`src/rtl/ex_stage_if.sv`:
```
// ----------------------------------------------------------------------------
// ex_stage_if
// Bundles the ID/EX inputs and EX/MEM outputs of the execute stage.
//   master : the pipeline side (drives the *_in fields, observes stall_out and
//            the registered *_out fields).
//   slave  : the execute stage itself.
// Signals:
//   instr_in, imm_in, val_rs_in, val_rt_in, pc_in (32), rwd_in (5),
//   opcode_in (6)                      - instruction presented by ID/EX
//   stall_out (1)                      - upstream must hold and not advance
//   instr_out, imm_out, val_rs_out, val_rt_out, pc_out, alu_res_out (32),
//   rwd_out (5), opcode_out (6)        - EX/MEM register contents
// ----------------------------------------------------------------------------
interface ex_stage_if;
    logic [31:0] instr_in;
    logic [31:0] imm_in;
    logic [31:0] val_rs_in;
    logic [31:0] val_rt_in;
    logic [4:0]  rwd_in;
    logic [5:0]  opcode_in;
    logic [31:0] pc_in;

    logic        stall_out;
    logic [31:0] instr_out;
    logic [31:0] imm_out;
    logic [31:0] val_rs_out;
    logic [31:0] val_rt_out;
    logic [31:0] pc_out;
    logic [4:0]  rwd_out;
    logic [5:0]  opcode_out;
    logic [31:0] alu_res_out;

    modport master (
        output instr_in, imm_in, val_rs_in, val_rt_in, rwd_in, opcode_in, pc_in,
        input  stall_out, instr_out, imm_out, val_rs_out, val_rt_out, pc_out,
               rwd_out, opcode_out, alu_res_out
    );

    modport slave (
        input  instr_in, imm_in, val_rs_in, val_rt_in, rwd_in, opcode_in, pc_in,
        output stall_out, instr_out, imm_out, val_rs_out, val_rt_out, pc_out,
               rwd_out, opcode_out, alu_res_out
    );
endinterface

```
`src/rtl/ex_stage.sv`:
```
// ----------------------------------------------------------------------------
// ex_stage
// Execute stage of the 5-stage MIPS pipeline. Computes the ALU result or
// load/store address, owns HI/LO and an iterative (one bit per cycle)
// multiply/divide unit, and registers the EX/MEM fields for MEM.
// Ports:
//   clk    - pipeline clock, rising edge
//   rst_n  - asynchronous active-low reset
//   bus    - ex_stage_if.slave: ID/EX inputs, stall_out, EX/MEM outputs
// Parameters:
//   MD_CYCLES - BUSY iterations per mult/multu/div/divu (32 for 32-bit data)
// ----------------------------------------------------------------------------
module ex_stage #(
    parameter int MD_CYCLES = 32
) (
    input  logic       clk,
    input  logic       rst_n,
    ex_stage_if.slave  bus
);
    localparam int CNT_W = $clog2(MD_CYCLES) + 1;

    typedef enum logic [1:0] {IDLE, BUSY, DONE} md_state_t;

    md_state_t          state;
    logic [CNT_W-1:0]   cnt;
    logic [31:0]        hi_q, lo_q;
    logic [31:0]        md_a;      // multiplicand / divisor magnitude
    logic [31:0]        md_hi;     // partial product high / remainder
    logic [31:0]        md_lo;     // multiplier / dividend -> quotient
    logic               md_div, neg_lo, neg_hi, div_zero;
    logic [31:0]        rs_save;

    function automatic logic [31:0] mag32(input logic [31:0] v, input logic sgn);
        return (sgn && v[31]) ? (32'd0 - v) : v;
    endfunction

    function automatic logic [31:0] cneg32(input logic [31:0] v, input logic neg);
        return neg ? (32'd0 - v) : v;
    endfunction

    function automatic logic [63:0] cneg64(input logic [63:0] v, input logic neg);
        return neg ? (64'd0 - v) : v;
    endfunction

    // ---------------- decode ----------------
    logic [5:0]         funct;
    logic [4:0]         shamt;
    logic               is_r, is_md, md_sgn, mthi_we, mtlo_we;
    logic signed [31:0] rs_s, rt_s, imm_s;

    assign funct   = bus.instr_in[5:0];
    assign shamt   = bus.instr_in[10:6];
    assign is_r    = (bus.opcode_in == 6'h00);
    assign is_md   = is_r && (funct[5:2] == 4'b0110);  // 18h..1Bh
    assign md_sgn  = ~funct[0];                        // mult/div are signed
    assign rs_s    = bus.val_rs_in;
    assign rt_s    = bus.val_rt_in;
    assign imm_s   = bus.imm_in;

    // Reset gates the stall so upstream is released the instant rst_n drops.
    assign bus.stall_out = rst_n && (((state == IDLE) && is_md) || (state == BUSY));

    assign mthi_we = !bus.stall_out && is_r && (funct == 6'h11);
    assign mtlo_we = !bus.stall_out && is_r && (funct == 6'h13);

    // ---------------- ALU ----------------
    logic [31:0] alu_res;

    always_comb begin
        alu_res = '0;
        if (is_r) begin
            case (funct)
                6'h21:   alu_res = bus.val_rs_in + bus.val_rt_in;
                6'h23:   alu_res = bus.val_rs_in - bus.val_rt_in;
                6'h24:   alu_res = bus.val_rs_in & bus.val_rt_in;
                6'h25:   alu_res = bus.val_rs_in | bus.val_rt_in;
                6'h26:   alu_res = bus.val_rs_in ^ bus.val_rt_in;
                6'h27:   alu_res = ~(bus.val_rs_in | bus.val_rt_in);
                6'h2A:   alu_res = {31'd0, rs_s < rt_s};
                6'h2B:   alu_res = {31'd0, bus.val_rs_in < bus.val_rt_in};
                6'h00:   alu_res = bus.val_rt_in << shamt;
                6'h02:   alu_res = bus.val_rt_in >> shamt;
                6'h03:   alu_res = rt_s >>> shamt;
                6'h10:   alu_res = hi_q;
                6'h12:   alu_res = lo_q;
                default: alu_res = '0;
            endcase
        end else begin
            case (bus.opcode_in)
                6'h09:   alu_res = bus.val_rs_in + bus.imm_in;
                6'h0A:   alu_res = {31'd0, rs_s < imm_s};
                6'h0B:   alu_res = {31'd0, bus.val_rs_in < bus.imm_in};
                6'h0C:   alu_res = bus.val_rs_in & {16'd0, bus.instr_in[15:0]};
                6'h0D:   alu_res = bus.val_rs_in | {16'd0, bus.instr_in[15:0]};
                6'h0E:   alu_res = bus.val_rs_in ^ {16'd0, bus.instr_in[15:0]};
                6'h0F:   alu_res = {bus.instr_in[15:0], 16'd0};
                6'h23,
                6'h2B:   alu_res = bus.val_rs_in + bus.imm_in;
                6'h03:   alu_res = bus.pc_in + 32'd8;
                default: alu_res = '0;
            endcase
        end
    end

    // ---------------- mult/div iteration step ----------------
    logic [32:0] mul_sum, div_sh;
    logic        div_ge;
    logic [31:0] step_hi, step_lo, fin_hi, fin_lo;
    logic [63:0] prod;

    always_comb begin
        mul_sum = {1'b0, md_hi} + (md_lo[0] ? {1'b0, md_a} : 33'd0);
        div_sh  = {md_hi, md_lo[31]};
        div_ge  = (div_sh >= {1'b0, md_a});
        if (md_div) begin
            step_hi = div_ge ? 32'(div_sh - {1'b0, md_a}) : div_sh[31:0];
            step_lo = {md_lo[30:0], div_ge};
        end else begin
            step_hi = mul_sum[32:1];
            step_lo = {mul_sum[0], md_lo[31:1]};
        end

        // Sign fix-up on the value produced by the final step.
        prod = cneg64({step_hi, step_lo}, neg_lo);
        if (!md_div) begin
            fin_hi = prod[63:32];
            fin_lo = prod[31:0];
        end else if (div_zero) begin
            fin_hi = rs_save;
            fin_lo = 32'hFFFF_FFFF;
        end else begin
            fin_hi = cneg32(step_hi, neg_hi);
            fin_lo = cneg32(step_lo, neg_lo);
        end
    end

    // ---------------- mult/div FSM and HI/LO ----------------
    always_ff @(posedge clk or negedge rst_n) begin
        if (!rst_n) begin
            state    <= IDLE;
            cnt      <= '0;
            hi_q     <= '0;
            lo_q     <= '0;
            md_a     <= '0;
            md_hi    <= '0;
            md_lo    <= '0;
            md_div   <= 1'b0;
            neg_lo   <= 1'b0;
            neg_hi   <= 1'b0;
            div_zero <= 1'b0;
            rs_save  <= '0;
        end else begin
            case (state)
                IDLE: begin
                    if (is_md) begin
                        md_a     <= mag32(bus.val_rt_in, md_sgn);
                        md_lo    <= mag32(bus.val_rs_in, md_sgn);
                        md_hi    <= '0;
                        md_div   <= funct[1];
                        neg_lo   <= md_sgn && (bus.val_rs_in[31] ^ bus.val_rt_in[31]);
                        neg_hi   <= md_sgn && bus.val_rs_in[31];
                        div_zero <= funct[1] && (bus.val_rt_in == 32'd0);
                        rs_save  <= bus.val_rs_in;
                        cnt      <= '0;
                        state    <= BUSY;
                    end
                end
                BUSY: begin
                    md_hi <= step_hi;
                    md_lo <= step_lo;
                    cnt   <= cnt + 1'b1;
                    if (cnt == CNT_W'(MD_CYCLES - 1)) begin
                        hi_q  <= fin_hi;
                        lo_q  <= fin_lo;
                        state <= DONE;
                    end
                end
                default: state <= IDLE;  // DONE
            endcase
            if (mthi_we) hi_q <= bus.val_rs_in;
            if (mtlo_we) lo_q <= bus.val_rs_in;
        end
    end

    // ---------------- EX/MEM register ----------------
    always_ff @(posedge clk or negedge rst_n) begin
        if (!rst_n) begin
            bus.instr_out   <= '0;
            bus.imm_out     <= '0;
            bus.val_rs_out  <= '0;
            bus.val_rt_out  <= '0;
            bus.pc_out      <= '0;
            bus.rwd_out     <= '0;
            bus.opcode_out  <= '0;
            bus.alu_res_out <= '0;
        end else if (bus.stall_out) begin
            // Bubble: opcode 0 / rwd 0 means MEM neither stores nor writes back.
            bus.instr_out   <= '0;
            bus.imm_out     <= '0;
            bus.val_rs_out  <= '0;
            bus.val_rt_out  <= '0;
            bus.pc_out      <= '0;
            bus.rwd_out     <= '0;
            bus.opcode_out  <= '0;
            bus.alu_res_out <= '0;
        end else begin
            bus.instr_out   <= bus.instr_in;
            bus.imm_out     <= bus.imm_in;
            bus.val_rs_out  <= bus.val_rs_in;
            bus.val_rt_out  <= bus.val_rt_in;
            bus.pc_out      <= bus.pc_in;
            bus.rwd_out     <= bus.rwd_in;
            bus.opcode_out  <= bus.opcode_in;
            bus.alu_res_out <= alu_res;
        end
    end
endmodule
```
`src/flat_wrapper.sv`:
```
// flat-port wrapper written by rule: the top's interface ports become plain ports
module ex_stage_flat 
#(
    parameter int MD_CYCLES = 32
)
  (clk, rst_n, bus_instr_in, bus_imm_in, bus_val_rs_in, bus_val_rt_in, bus_rwd_in, bus_opcode_in, bus_pc_in, bus_stall_out, bus_instr_out, bus_imm_out, bus_val_rs_out, bus_val_rt_out, bus_pc_out, bus_rwd_out, bus_opcode_out, bus_alu_res_out);
  ex_stage_if bus_i ();
  input  logic clk;
  input  logic rst_n;
  input wire logic [$bits(bus_i.instr_in)-1:0] bus_instr_in;
  input wire logic [$bits(bus_i.imm_in)-1:0] bus_imm_in;
  input wire logic [$bits(bus_i.val_rs_in)-1:0] bus_val_rs_in;
  input wire logic [$bits(bus_i.val_rt_in)-1:0] bus_val_rt_in;
  input wire logic [$bits(bus_i.rwd_in)-1:0] bus_rwd_in;
  input wire logic [$bits(bus_i.opcode_in)-1:0] bus_opcode_in;
  input wire logic [$bits(bus_i.pc_in)-1:0] bus_pc_in;
  output wire logic [$bits(bus_i.stall_out)-1:0] bus_stall_out;
  output wire logic [$bits(bus_i.instr_out)-1:0] bus_instr_out;
  output wire logic [$bits(bus_i.imm_out)-1:0] bus_imm_out;
  output wire logic [$bits(bus_i.val_rs_out)-1:0] bus_val_rs_out;
  output wire logic [$bits(bus_i.val_rt_out)-1:0] bus_val_rt_out;
  output wire logic [$bits(bus_i.pc_out)-1:0] bus_pc_out;
  output wire logic [$bits(bus_i.rwd_out)-1:0] bus_rwd_out;
  output wire logic [$bits(bus_i.opcode_out)-1:0] bus_opcode_out;
  output wire logic [$bits(bus_i.alu_res_out)-1:0] bus_alu_res_out;
  assign bus_i.instr_in = bus_instr_in;
  assign bus_i.imm_in = bus_imm_in;
  assign bus_i.val_rs_in = bus_val_rs_in;
  assign bus_i.val_rt_in = bus_val_rt_in;
  assign bus_i.rwd_in = bus_rwd_in;
  assign bus_i.opcode_in = bus_opcode_in;
  assign bus_i.pc_in = bus_pc_in;
  assign bus_stall_out = bus_i.stall_out;
  assign bus_instr_out = bus_i.instr_out;
  assign bus_imm_out = bus_i.imm_out;
  assign bus_val_rs_out = bus_i.val_rs_out;
  assign bus_val_rt_out = bus_i.val_rt_out;
  assign bus_pc_out = bus_i.pc_out;
  assign bus_rwd_out = bus_i.rwd_out;
  assign bus_opcode_out = bus_i.opcode_out;
  assign bus_alu_res_out = bus_i.alu_res_out;
  ex_stage #(.MD_CYCLES(MD_CYCLES)) u_core (.clk(clk), .rst_n(rst_n), .bus(bus_i));
endmodule
```
`config.mk`:
```
export PLATFORM = sky130hd
export DESIGN_NAME = ex_stage_flat
export DESIGN_NICKNAME = d
export VERILOG_FILES = /design/src/rtl/ex_stage_if.sv /design/src/rtl/ex_stage.sv /design/src/flat_wrapper.sv
export SDC_FILE = /design/constraint.sdc
export NUM_CORES = 2
export LEC_CHECK = 0
export CAP_MARGIN = 20
export CORE_MARGIN = 3
export CORE_UTILIZATION = 55
export CTS_BUF_LIST = sky130_fd_sc_hd__clkbuf_8
export DETAILED_ROUTE_END_ITERATION = 6
export MAX_ROUTING_LAYER = met4
export PLACE_DENSITY_LB_ADDON = 0.15
export SYNTH_ARGS = -nofsm -noshare
export SYNTH_HDL_FRONTEND = slang
export SYNTH_SLANG_ARGS = --single-unit
```
`constraint.sdc`:
```
create_clock -name clk -period 9.9 [get_ports clk]
set_input_delay 0.99 -clock clk [delete_from_list [all_inputs] [get_ports clk]]
set_output_delay 0.99 -clock clk [all_outputs]
set_load 0.05 [all_outputs]
```
# --- Word level (Yosys, flattened, before mapping) ---
# Cells that the tools add are included.
op_classes:
  n_reduce_logical: 27
  shifts: 3
  mux: 39
  eq_ne: 29
  n_bitwise: 9
  add_sub_neg: 12
  n_lt_le_gt_ge: 5
ops:
  columns: ["cell", "count"]
  rows:
  - ["32-bit 2-to-1 mux", 27]
  - ["32-bit one-hot mux with 13 select lines", 1]
  - ["32-bit one-hot mux with 8 select lines", 1]
  - ["32-bit less-than comparator", 4]
  - ["32-bit one-hot mux with 2 select lines", 2]
  - ["1-bit by 32-bit subtractor with 32-bit output, first input constant", 4]
  - ["32-bit adder", 2]
  - ["64-bit 2-to-1 mux", 1]
  - ["1-bit by 64-bit subtractor with 64-bit output, first input constant", 1]
  - ["32-bit subtractor", 2]
  - ["6-bit == test, second input constant", 10]
  - ["6-bit by 4-bit == test with 1-bit output, second input constant", 7]
  - ["32-bit by 32-bit adder with 33-bit output", 1]
  - ["33-bit by 32-bit >= comparator with 1-bit output", 1]
  - ["32-bit by 4-bit adder with 32-bit output, second input constant", 1]
  - ["32-bit by 16-bit bitwise AND with 32-bit output", 1]
  - ["32-bit bitwise AND", 1]
  - ["32-bit zero test", 1]
  - ["32-bit NOT", 1]
  - ["32-bit by 16-bit bitwise OR with 32-bit output", 1]
  - ["32-bit bitwise OR", 1]
  - ["32-bit by 5-bit << shifter with 32-bit output", 1]
  - ["32-bit by 5-bit right shift with 32-bit output", 1]
  - ["32-bit by 5-bit >>> shifter with 32-bit output", 1]
  - ["24 further kinds", 50]
totals:
  ff_bits: 407
  in_bits: 173
  out_inout_bits: 204

# --- Longest topological paths before layout ---
depth:
  word_depth: 10
  mapped_depth: 23
  mapped_depth_nobuf: 22

# --- Worst setup path before layout ---
# Ideal clock, no wire load.
synth_path:
  path_kind: "register -> register"
  startpoint: "reg u_core.md_hi[8]"
  endpoint: "reg u_core.hi_q[27]"
  arrival_time_ns: 5.129
  t_required_ns: 9.806
  stages_incl_launch_ff: 18
  slack_ns: 4.678
  setup_ns: 0.094
  path_cell_list: "dfrtp_1 > ha_1 > buf_2 > nand4_1 > or4_1 > or4_4 > o221ai_4 > nor2_1 > a31oi_1 > mux2i_1 > nand3_1 > or3_1 > clkbuf_1 > or4_4 > o31ai_2 > xor2_1 > a2bb2oi_1 > a221oi_2"
synth_via:
  elab_chain_cells: 10
  word_cells_on_any_way: 15
synth_rtl:
  columns: ["item", "line_no", "rtl"]
  rows:
  - ["from (decl)", "ex_stage.sv:28", "logic [31:0] md_hi;"]
  - ["from (signal assigned)", "ex_stage.sv:169", "md_hi <= step_hi;"]
  - ["32-bit subtractor or 33-bit by 32-bit >= comparator with 1-bit output (tied branches)", "ex_stage.sv:116, ex_stage.sv:114", null]
  - ["32-bit 2-to-1 mux", "ex_stage.sv:116", "step_hi = div_ge ? 32'(div_sh - {1'b0, md_a}) : div_sh[31:0];"]
  - ["32-bit 2-to-1 mux", "ex_stage.sv:115", "if (md_div) begin"]
  - ["1-bit by 32-bit subtractor with 32-bit output", "ex_stage.sv:38", "return neg ? (32'd0 - v) : v;"]
  - ["32-bit 2-to-1 mux", "ex_stage.sv:38", null]
  - ["32-bit 2-to-1 mux", "ex_stage.sv:128", "end else if (div_zero) begin"]
  - ["32-bit 2-to-1 mux (*)", "ex_stage.sv:125", "if (!md_div) begin"]
  - ["32-bit 2-to-1 mux (*)", "ex_stage.sv:172", "if (cnt == CNT_W'(MD_CYCLES - 1)) begin"]
  - ["32-bit 2-to-1 mux (*)", "ex_stage.sv:153", "case (state)"]
  - ["32-bit 2-to-1 mux (*)", "ex_stage.sv:180", "if (mthi_we) hi_q <= bus.val_rs_in;"]
  - ["to (signal assigned)", "ex_stage.sv:173", "hi_q <= fin_hi;"]
  - ["to (signal assigned)", "ex_stage.sv:180", null]
  - ["to (decl)", "ex_stage.sv:26", "logic [31:0] hi_q, lo_q;"]
# Mark *: on every way between the ends. The rest lies on a longest branch, timed or not. The select of a mux whose other input is x is not followed.
# A chain may end at the register's enable or synchronous reset.

# --- Final worst setup path ---
layout_path:
  startpoint: "reg u_core.md_a[1]"
  endpoint: "reg u_core.hi_q[18]"
layout_via:
  elab_chain_cells: 10
  word_cells_on_any_way: 16
layout_rtl:
  columns: ["item", "line_no", "rtl"]
  rows:
  - ["from (decl)", "ex_stage.sv:27", "logic [31:0] md_a;"]
  - ["from (signal assigned)", "ex_stage.sv:156", "md_a <= mag32(bus.val_rt_in, md_sgn);"]
  - ["32-bit 2-to-1 mux, or another cell as far along", "ex_stage.sv:112", "mul_sum = {1'b0, md_hi} + (md_lo[0] ? {1'b0, md_a} : 33'd0);"]
  - ["32-bit by 32-bit adder with 33-bit output or 32-bit 2-to-1 mux (tied branches)", "ex_stage.sv:112, ex_stage.sv:116", null]
  - ["32-bit 2-to-1 mux", "ex_stage.sv:115", null]
  - ["1-bit by 32-bit subtractor with 32-bit output", "ex_stage.sv:38", null]
  - ["32-bit 2-to-1 mux", "ex_stage.sv:38", null]
  - ["32-bit 2-to-1 mux", "ex_stage.sv:128", null]
  - ["32-bit 2-to-1 mux (*)", "ex_stage.sv:125", null]
  - ["32-bit 2-to-1 mux (*)", "ex_stage.sv:172", null]
  - ["32-bit 2-to-1 mux (*)", "ex_stage.sv:153", null]
  - ["32-bit 2-to-1 mux (*)", "ex_stage.sv:180", null]
# Marks and branches as above.

==> results by group <==
Status
  • Outcome: complete, but fails checks
  • Violations in the final reports: design-rule violations

Die
  • Standard-cell row count: 92
  • Top-level port count: 377
  • Width of the die: 260.7 µm
  • Initial Utilization: 56.05%
  • Vertical die dimension: 260.7 µm
  • Standard cell core area: 63660 µm²
  • Die Area: 67960 µm²

Power and ir drop
  • Total Power Consumption: 0.008737 W
  • Pwr/cell area: 208.0 nW/µm²
  • Max rail drop VDD: 0.1233 mV
  • Leakage: 18.01 nW

Layout
  • Post-layout utilization of the core: 65.98%
  • Final-stage net count: 5189
  • Fillcell total: 5410
  • Final Non-Filler Cells: 5677
  • Area Overhead vs Synth: 17.71%
  • Share of final-layout standard cells stronger than drive strength 1: 6.489%

Timing
  • Clock skew: 40.83 ps
  • Rel. slew slack: 20.11%
  • Final setup violating endpoints: 0
  • Fin crit share: 63.25%
  • Transition time at the pin with the least slew margin: 1187 ps
  • Fmax: 159.7 MHz
  • Final setup slack of the worst path: 3638 ps
  • Setup TNS: 0 ps
  • Max-slew violation count: 0
  • Hold violation count in the final report: 0
  • Shortest clock period the worst path allows after layout: 6262 ps
  • Setup repair after global routing missed its margin: false

Route
  • Routed WL per cell: 30.32 µm
  • Routed met1 length: 62.54 mm
  • Initial drt markers: 6529
  • Pre-Repair DR Iteration Count: 7
  • DRC errors left: 12
  • Met3 wire length: 24.72 mm
  • Total number of vias: 39160
  • Via-per-instance ratio: 6.897
  • Routed length on met2: 70.09 mm
  • Topmost layer with routed signal wires: met4
  • Final ANT Viol Nets: 0
  • Routed Wire Length: 172.2 mm

Placed design
  • Number of cells after detailed placement: 5520
  • Weighted congestion at the end of routability-driven global placement: 1.075
  • Pre-CTS setup slack: 3818 ps
  • I/O Buffers: 376
  • Post-DP HPWL: 128.9 mm

CTS
  • CTS hold repair buffers: 0
  • Count of cells resized by post-cts repair: 0
  • Maximum buffer depth of the clock tree: 3
  • Number of clock sinks: 407
  • Clock-pin slew on the worst setup and hold paths: 60 ps
  • Clock tree from TritonCTS: built
  • Skew-Pair Late Insertion Delay: 730 ps
  • Clock root buffer: clkbuf_8
  • CTS buffer count: 73
  • Count of H-tree levels built during CTS: 3
  • Number of setup buffers added after CTS: 0

Setup path
  • Setup slack on the worst flop-to-flop path: 3640 ps
  • Worst path arrival time: 6800 ps
  • Critical path peak fanout: 11
  • Worst Setup End Kind: flop
  • CP Launch Type: flop
  • Reg2Reg Launch Point: u_core.md_a[1]
  • Launching instance or port of the critical path: u_core.md_a[1]
  • Register-to-Register Path Depth: 22
  • Reg2Reg Capture Point: u_core.hi_q[18]
  • Endpoint of the most critical setup path: u_core.hi_q[18]
  • Data required time at the worst endpoint: 10440 ps
  • Critical path class: flop to flop

Synth
  • Post-Synthesis Cell Area: 35680 µm²
  • Netlist cell types: 92
  • Synthesized area per cell: 7.959 µm²
  • Number of flops mapped to enable cells by yosys: 0
  • Count of yosys warnings during synthesis: 0
  • Fraction of the yosys area taken by sequential cells: 28.55%
  • Syn_nets: 4922
  • Flip-flop cell with the highest count after synthesis: dfrtp_1
  • Number of register bits inferred by synthesis: 407
  • Post-synthesis cell count: 4483
  • Async SR Flop Fraction: 100.0%

GRT
  • Leftover overflow at the end of global routing: 0
  • Initial antenna violation count: 21
  • Number of global-route vias before repair: 36180
  • Maximum number of pins on one net before global-route repair: 168
  • Global routing usage summed across all routing layers: 50.32%
  • Global-route wire length before repair: 244.8 mm

Hold path
  • Path category of the worst min-delay check: input pin to async pin

Job
  • Max-cap violations: 0
==> per-stage QoR <==
| stage | hold slack [ps] | cell area, µm² |
|---|---|---|
| floorplan | 441.3 | 35680 |
| global placement | 458.6 | 40250 |
| detailed placement | 466.3 | 40270 |
| CTS | 147.0 | 41910 |
| global route | 175.9 | 41990 |
| finish | 153.6 | 42000 |
==> synthesized netlist by cell type, types with 16 or more instances <==
master    instances  share of area, %
xnor2_1         164               4.0
nor2_1          450               4.7
mux4_2           16               1.0
o21a_1           33              0.69
o41ai_1          21              0.52
a21o_1           48               1.0
o221ai_1         58               1.4
nor4_1           33              0.58
o31ai_1          43              0.90
inv_1           228               2.4
and2_1          113               2.0
dfrtp_1         407                29
a22oi_1          26              0.55
mux2i_1         146               4.1
clkbuf_1        231               2.4
and3_1           45              0.79
buf_1            38              0.40
a222oi_1         18              0.50
o211ai_1         68               1.4
a21oi_1         288               4.0
o21bai_1         34              0.72
a221oi_1         59               1.4
nand2b_1         34              0.60
nand4_1          44              0.77
or3_1            31              0.54
nand3_1         124               1.7
a211oi_1         52               1.1
or2_2            22              0.39
ha_1            261               9.2
o21ai_0         392               5.5
nand2_1         433               4.6
a31oi_1          61               1.1
o22ai_1          52              0.91
xor2_1           75               1.8
nor3_1           66              0.93
nor2b_1          20              0.35
==> final cells by class <==
cell class | count | area [µm²] | area share [%]
multi-input combinational | 3553 | 23610 | 56.22
sequential | 407 | 10190 | 24.26
timing repair buffer | 474 | 4529 | 10.78
clock buffer | 89 | 1225 | 2.917
tap | 846 | 1059 | 2.520
inverter | 241 | 907.1 | 2.160
clock inverter | 44 | 419.2 | 0.9980
antenna | 23 | 57.56 | 0.1370
==> sequential cells by signal (all words and copies together) (netlist names) <==
name,flops
u_core.md_lo,32
u_core.cnt,6
u_core.div_zero,1
u_core.bus.opcode_out,6
u_core.bus.val_rt_out,32
u_core.bus.pc_out,32
u_core.bus.imm_out,32
u_core.lo_q,32
u_core.neg_hi,1
u_core.md_hi,32
u_core.rs_save,32
u_core.hi_q,32
u_core.bus.alu_res_out,32
u_core.neg_lo,1
u_core.md_div,1
u_core.bus.rwd_out,5
u_core.md_a,32
u_core.bus.instr_out,32
u_core.state,2
u_core.bus.val_rs_out,32
==> critical path: stages (launching register included) <==
cell	delay, ps
dfrtp_1	410
inv_1	140
ha_1	260
nor2b_1	150
o21bai_1	320
a21oi_1	180
or2_2	370
o31ai_2	470
a31oi_1	150
buf_4	210
nand2_1	120
ha_1	180
o21ai_0	200
nor2_1	160
nand2_1	260
or3_1	470
or3_1	650
or2_2	450
o41ai_1	450
xnor2_1	180
nor2_1	60
a21oi_1	150
o221ai_1	120
==> layout by cell type, fill, tap and decap left out, drive strengths merged, types with 33 or more instances in the layout <==
| master | n |
|---|---|
| a21o | 48 |
| o21bai | 34 |
| o22ai | 52 |
| nor4 | 35 |
| nand2b | 34 |
| dfrtp | 407 |
| o21a | 33 |
| a31oi | 62 |
| clkdlybuf4s50 | 371 |
| ha | 261 |
| and2 | 115 |
| nand2 | 433 |
| nand4 | 44 |
| nor2 | 450 |
| a211oi | 52 |
| inv | 255 |
| a21oi | 288 |
| and3 | 45 |
| xor2 | 75 |
| nor3 | 66 |
| o211ai | 68 |
| o221ai | 59 |
| o21ai | 396 |
| o31ai | 45 |
| nand3 | 125 |
| mux2i | 146 |
| clkbuf | 89 |
| buf | 103 |
| xnor2 | 164 |
| a221oi | 60 |
==> layer usage <==
layer / track usage [%] / up-vias
met2: 69.25 / 3107
met5: - / -
met3: 18.55 / 744
li1: - / 16860
met1: 61.41 / 18450
met4: 33.25 / 0
==> cells by family after synthesis <==
logic type / count (synthesis) / synth area share [%]
XOR/XNOR: 239 / 5.867
AO/OA/AOI/OAI: 1412 / 26.00
multiplexers: 176 / 5.548
adder cells (fa/ha/maj): 266 / 9.434
buffers and inverters: 523 / 5.555
AND/OR/NAND/NOR: 1460 / 19.05
flip-flops: 407 / 28.55
==> how the worst min path moves through the flow <==
stage	start	cells after the start	slack (ps)	to
detailed placement	u_core.rs_save[10]	2	470	u_core.rs_save[10]
global route	rst_n	1	180	u_core.md_a[8]
floorplan	u_core.rs_save[0]	2	440	u_core.rs_save[0]
global placement	u_core.rs_save[28]	2	460	u_core.rs_save[28]
CTS	rst_n	1	150	u_core.md_a[8]
finish	rst_n	1	150	u_core.md_a[8]
==> where the power goes <==
part	switching (W)	total (W)	internal [W]
Combinational	0.00299	0.00462	0.00163
Sequential	0.000316	0.00227	0.00195
Clock	0.000856	0.00185	0.000993
No activity file was read; power rests on OpenSTA's default activity.
